[config.mk]
export PLATFORM = sky130hd
export DESIGN_NAME = control_unit
export DESIGN_NICKNAME = d
export VERILOG_FILES = /design/src/rtl/control_unit.sv
export SDC_FILE = /design/constraint.sdc
export NUM_CORES = 1
export LEC_CHECK = 0
export ABC_AREA = 0
export BUFFER_PORTS_ARGS = -buffer_cell sky130_fd_sc_hd__buf_4
export CAP_MARGIN = 10
export CELL_PAD_IN_SITES_DETAIL_PLACEMENT = 1
export CELL_PAD_IN_SITES_GLOBAL_PLACEMENT = 1
export CORE_MARGIN = 2
export CORE_UTILIZATION = 20
export DETAILED_ROUTE_END_ITERATION = 6
export PLACE_DENSITY = 0.76
export SYNTH_ARGS = -nofsm -noshare
export SYNTH_HDL_FRONTEND = slang
export SYNTH_SLANG_ARGS = --single-unit
[constraint.sdc]
create_clock -name clk -period 1.2 [get_ports clk]
set_input_delay 0.24 -clock clk [delete_from_list [all_inputs] [get_ports clk]]
set_output_delay 0.24 -clock clk [all_outputs]
set_load 0.02 [all_outputs]
[src/rtl/control_unit.sv]
// Multicycle control FSM: sequences FETCH/DECODE/EXECUTE/WRITEBACK/HALT and decodes datapath strobes.
// Optional retired-instruction counter is built only when CU_RETIRE_CNT_EN is defined.
module control_unit #(
  parameter bit HALT_ON_ILLEGAL = 1'b0
) (
  input  logic        clk,
  input  logic        rst,
  input  logic        run,
  input  logic [15:0] inst,
  input  logic        alu_zero,
  output logic        ir_ld,
  output logic        pc_ld,
  output logic        pc_branch,
  output logic        flush,
  output logic        mem_en,
  output logic        mem_wrt,
  output logic [3:0]  reg_out,
  output logic [7:0]  branch_addr,
  output logic [3:0]  alu_op,
  output logic        zflag,
  output logic        halted,
  output logic        illegal,
  output logic [15:0] retired
);

  localparam int unsigned OP_W  = 4;
  localparam int unsigned CNT_W = 16;

  localparam logic [OP_W-1:0] OP_CMP = 4'b1001;
  localparam logic [OP_W-1:0] OP_JMP = 4'b1010;
  localparam logic [OP_W-1:0] OP_JZ  = 4'b1011;
  localparam logic [OP_W-1:0] OP_LDI = 4'b1100;
  localparam logic [OP_W-1:0] OP_JNZ = 4'b1101;
  localparam logic [OP_W-1:0] OP_RSV = 4'b1110;
  localparam logic [OP_W-1:0] OP_HLT = 4'b1111;

  typedef enum logic [2:0] {
    S_FETCH     = 3'd0,
    S_DECODE    = 3'd1,
    S_EXECUTE   = 3'd2,
    S_WRITEBACK = 3'd3,
    S_HALT      = 3'd4
  } state_t;

  state_t state;

  logic [OP_W-1:0] opcode;
  logic            is_alu;
  logic            needs_wb;
  logic            taken;

  assign opcode   = inst[15:12];
  assign is_alu   = (opcode >= 4'b0001) && (opcode <= 4'b1000);
  assign needs_wb = is_alu || (opcode == OP_LDI);
  // Branch conditions use the flag as it stood before this EXECUTE cycle.
  assign taken    = (opcode == OP_JMP) ||
                    ((opcode == OP_JZ)  &&  zflag) ||
                    ((opcode == OP_JNZ) && !zflag);

  // State sequencing and architectural zero flag.
  always_ff @(posedge clk or negedge rst) begin
    if (!rst) begin
      state <= S_FETCH;
      zflag <= 1'b0;
    end else begin
      case (state)
        S_FETCH: if (run) state <= S_DECODE;
        S_DECODE: state <= (opcode == OP_HLT) ? S_HALT : S_EXECUTE;
        S_EXECUTE: begin
          if (is_alu || (opcode == OP_CMP)) zflag <= alu_zero;
          if (needs_wb)                                   state <= S_WRITEBACK;
          else if ((opcode == OP_RSV) && HALT_ON_ILLEGAL) state <= S_HALT;
          else                                            state <= S_FETCH;
        end
        S_WRITEBACK: state <= S_FETCH;
        S_HALT:      state <= S_HALT;
        default:     state <= S_FETCH;
      endcase
    end
  end

`ifdef CU_RETIRE_CNT_EN
  logic [CNT_W-1:0] retired_q;
  logic             retire;

  assign retire = (state == S_WRITEBACK) ||
                  ((state == S_EXECUTE) && !needs_wb &&
                   !((opcode == OP_RSV) && HALT_ON_ILLEGAL));

  // Counts returns to FETCH; wraps naturally at the counter width.
  always_ff @(posedge clk or negedge rst) begin
    if (!rst) retired_q <= '0;
    else if (retire) retired_q <= retired_q + CNT_W'(1);
  end

  assign retired = retired_q;
`else
  assign retired = 16'h0000;
`endif

  assign reg_out     = inst[11:8];
  assign branch_addr = inst[7:0];

  // Strobe decode from the state register, inst and zflag (run only in FETCH).
  always_comb begin
    ir_ld     = 1'b0;
    pc_ld     = 1'b0;
    pc_branch = 1'b0;
    flush     = 1'b0;
    mem_en    = 1'b0;
    mem_wrt   = 1'b0;
    alu_op    = 4'b0000;
    halted    = 1'b0;
    illegal   = 1'b0;
    case (state)
      S_FETCH:  ir_ld = run & rst;
      S_DECODE: pc_ld = 1'b1;
      S_EXECUTE: begin
        alu_op  = opcode;
        illegal = (opcode == OP_RSV);
        if (taken) begin
          pc_ld     = 1'b1;
          pc_branch = 1'b1;
          flush     = 1'b1;
        end
      end
      S_WRITEBACK: begin
        alu_op  = opcode;
        mem_en  = 1'b1;
        mem_wrt = 1'b1;
      end
      S_HALT:  halted = 1'b1;
      default: ;
    endcase
  end

endmodule

; Word-level counts from Yosys, hierarchy flattened
; Index checks and enable logic that the tools add are counted.
[op_classes]
bitwise = 1
n_reduce_logical = 11
n_eq_ne = 12
n_mux = 12
order_cmp = 2
[op_table]
columns = operator, count
row1 = "4-bit equality test, second input constant", 7
row2 = 3-bit one-hot mux with 4 select lines, 1
row3 = "3-bit by 2-bit equality test with 1-bit output, second input constant", 2
row4 = 1-bit two-way mux, 6
row5 = 3-bit two-way mux, 2
row6 = "4-bit by 1-bit greater-or-equal comparator with 1-bit output, second input constant", 1
row7 = "4-bit less-or-equal comparator, second input constant", 1
row8 = 1-bit logical OR, 4
row9 = 4-bit two-way mux, 1
row10 = "3-bit by 1-bit equality test with 1-bit output, second input constant", 1
row11 = "3-bit equality test, second input constant", 1
row12 = 1-bit logical AND, 3
row13 = 3-bit logical NOT, 1
row14 = 2-bit two-way mux, 1
row15 = "2-bit inequality test, second input constant", 1
row16 = 1-bit one-hot mux with 2 select lines, 1
row17 = 2-bit AND reduction, 1
row18 = 2-bit OR reduction, 1
row19 = 1-bit bitwise AND, 1
row20 = 1-bit logical NOT, 1
[word_totals]
elab_cells = 40
ff_bits = 4
in_bits = 20

; Longest topological paths before layout
[depth]
word_depth = 6
ltp_mapped = 5
mapped_depth_nobuf = 3

; Least setup slack after synthesis
; Ideal clock, no wire load.
[synth_path]
path_type = flip-flop to output port
from = register state[2]
to = output port illegal
required_time_ns = 0.960
n_path_buf = 0
arrival_ns = 1.639
setup_slack_ns = -0.679
path_stages_with_launch = 4
cell_sequence = dfrtp_1 and2b_1 and2_1 nor4b_1
[synth_via]
elab_chain_len = 2
[synth_lines]
columns = item, line_no
row1 = "start, declared", 45  ; state_t state;
row2 = "start signal, assigned", 68  ; S_DECODE: state <= (opcode == OP_HLT) ? S_HALT : S_EXECUTE;
row3 = 3-bit by 2-bit equality test with 1-bit output, 115  ; case (state)
row4 = 1-bit two-way mux, 115
row5 = "end, declared", 22  ; output logic illegal,
; Every way passes these cells.

; Worst setup path after layout
[layout_path]
from = register state[2]
to = output port alu_op[1]
[layout_via]
elab_chain_len = 3
word_cells_on_any_way = 4
[layout_lines]
columns = item, line_no
row1 = 3-bit by 2-bit equality test with 1-bit output, 115
row2 = 2-bit OR reduction (no line) (*), --
row3 = 4-bit two-way mux (*), 115
row4 = "end, declared", 19  ; output logic [3:0] alu_op,
; Mark *: on every way between the ends. The rest lies on a longest branch, timed or not.

==> impl_metrics.yaml <==
run_status:
  outcome: "finished with violations"
  violations: "DRC, setup timing"
power:
  seq_power_share_pct: 16.1
  powerDensity_nw_per_um2: 1730
  swShare_pct: 42.3
  leakage_nw: 0.438
  switchingPower_mw: 0.690
  p_int_mw: 0.942
  clkPwrFrac_pct: 10.4
  ir_drop_v: 0.000804
  p_total_mw: 1.63
  pwr-share-comb_pct: 73.5
clock_tree:
  clk_latency_ns: 0.24
  htreeDepth: 1
  cts_tree: "built"
  cts_buffers: 3
  cts.sinks: 4
  cts_root_buf: "clkbuf_4"
  clk_pin_slew_worst_paths_ns: 0.04
  cts_max_path_buffers: 2
worst_setup_path:
  max_stage_delay_ns: 0.40
  critPathTopFamily: "flip-flops"
  end_kind: "primary output"
  path_cells: "and2b_2 > buf_4 > buf_6 > and2_4 > buf_6"
  critPathRequiredTime_ns: 0.96
  crit_buf_inv: 3
  cp_common_cell: "buf_6"
  worst-path-max-fanout: 4
  crit_type: "flop to primary output"
  cp-start-kind: "flop"
  crit_slowest_cell: "dfrtp_1"
  critPathArrivalTime_ns: 1.40
placed_design:
  io_buffers: 20
  dp.cells: 123
  post-dp-hpwl_um: 1330
  preCtsSetupSlack_ns: -0.226
  place.gp.congestion: 0.826
routing:
  wl_per_cell_um: 13.3
  wl_um: 1750
  drc: 5
  vias_per_cell: 4.40
  antenna_left: 0
  firstDrtPassIters: 5
  via_count: 576
  drt_iter0_markers: 9
cells_and_area:
  fin_nets: 122
  drive_gt1_share_pct: 65.0
  syn_to_final_growth_pct: 56.4
  instances_no_fill: 131
  diodes: 0
  fill_cells: 343
sta:
  hold_viol_final: 0
  setup_ws_ns: -0.442
  final_max_slew_viol_count: 0
  setup_viol: 15
  skew_ns: 0.00101
  period_needed_ns: 1.64
  setup_tns_ns: -4.90
  rsz0062_at_grt: "yes"
  fmax_ghz: 0.609
  period_share_pct: 137
die:
  initial_utilization_pct: 21.5
  die_h_um: 58.9
  pin_count: 61
  die_x_um: 58.9
  rows: 19
  coreArea_um2: 2810
  die-area_um2: 3470
grt:
  grt_usage_pct: 11.0
  antenna_found_initial: 0
  grt_pass1_vias: 572
  grt_pass1_wl_um: 2760
  grt_max_degree: 9
  grt_overflow: 0
hold_path:
  hold_class: "input pin to flop"
flow_run:
  cap_violations: 0
synthesis:
  ys_seq_area_share_pct: 16.6
  ys_types: 29
  netlist_area_um2: 603
  avgSynthCellArea_um2: 7.94
  yosysWarnings: 0
  synth_seq_cells: 4
  synthesis.instances: 76
## per-stage QoR
| stage | hold WS, ns | util [%] | cell area (um2) |
|---|---|---|---|
| after global routing | 0.353 | 33.6 | 943 |
| after floorplan | -0.0556 | - | 698 |
| after detailed placement | 0.0436 | 26.6 | 747 |
| after global placement | 0.0438 | 26.6 | 747 |
| after CTS | 0.317 | 31.3 | 877 |
| final | 0.324 | 33.6 | 943 |
## power by group through the flow
stage / logic (mW) / registers [mW] / clock network, mW
final: 1.20 / 0.263 / 0.170
after CTS: 1.08 / 0.253 / 0.179
after detailed placement: 0.888 / 0.247 / 0
after floorplan: 0.585 / 0.257 / 0
after global routing: 1.28 / 0.275 / 0.188
after global placement: 0.875 / 0.234 / 0
## synthesized netlist by cell type
cell      count  area, um2
buf_4        30        225
and2_1        5       31.3
dfrtp_1       4        100
a31oi_1       3       18.8
nand2_1       3       11.3
nor2_1        3       11.3
nor3_1        3       15.0
nor2b_1       2       12.5
nor3b_1       2       15.0
o21ai_0       2       10.0
a211oi_1      1       7.51
a21oi_1       1       5.00
a41oi_2       1       16.3
and2b_1       1       7.51
and3_1        1       6.26
and4bb_2      1       12.5
buf_2         1       5.00
buf_6         1       11.3
clkbuf_1      1       3.75
conb_1        1       3.75
mux2i_1       1       10.0
nand2b_1      1       6.26
nand3_1       1       5.00
nand4_1       1       6.26
nor4b_1       1       8.76
o21bai_1      1       7.51
or3b_2        1       8.76
or4_4         1       11.3
or4b_1        1       10.0
## final cells by class
| cell class | instances | area [um2] | area share, % |
|---|---|---|---|
| timing repair buffer | 39 | 348 | 36.9 |
| sequential | 4 | 103 | 10.9 |
| tap | 31 | 38.8 | 4.11 |
| clock buffer | 3 | 22.5 | 2.39 |
| multi-input combinational | 54 | 432 | 45.8 |
## cells by family after synthesis
logic type	after synthesis	share of synthesized area, %
other cells	1	0.622
mux	1	1.66
flops	4	16.6
compound gates	9	10.8
buf+inv	33	40.7
simple gates	28	29.7
## worst reg2reg max path, cell delays in order, from the launching register on
cell	delay [ns]
dfrtp_1	0.41
buf_4	0.16
or4b_4	0.52
mux2i_1	0.16
a211oi_1	0.10
## cell usage in the layout, fill, tap and decap left out, drive strengths merged, types with 2 or more instances in the layout
cell / Yosys / final
clkbuf: 1 / 3
buf: 32 / 38
and2: 5 / 5
o21ai: 2 / 2
conb: 1 / 16
nor2b: 2 / 2
nor3b: 2 / 2
a31oi: 3 / 3
nor3: 3 / 3
dfrtp: 4 / 4
nand2: 3 / 3
nor2: 3 / 3
## layer usage
layer,up-vias,wire [um],track usage [%]
met2,38,851,17.8
met3,4,155,3.08
met5,-,0,0
met1,271,695,12.6
li1,263,-,-
met4,0,42,7.14
## flip-flops by register name (all words and copies together) (netlist names)
signal,count
state,3
zflag,1
## path summary, 6_finish.rpt
check,endpoint,cells past startpoint,slack [ns],startpoint
max in group asynchronous,state[0],2,0.64,rst
hold / removal,state[2],3,0.32,inst[13]
setup / recovery,alu_op[1],5,-0.44,state[2]
min in group asynchronous,state[2],2,0.38,rst
hold reg to reg,state[0],2,0.65,state[2]
setup reg to reg,zflag,4,-0.29,state[2]
## what timing repair did
item                       4_1_cts  5_1_grt
hold endpoints to repair         4        0
setup endpoints to repair       14       17
resized for setup               21       13
buffers inserted                 2        3
hold buffers                     1        0
pin swaps                        6        9
No activity file was read; power rests on OpenSTA's default activity.
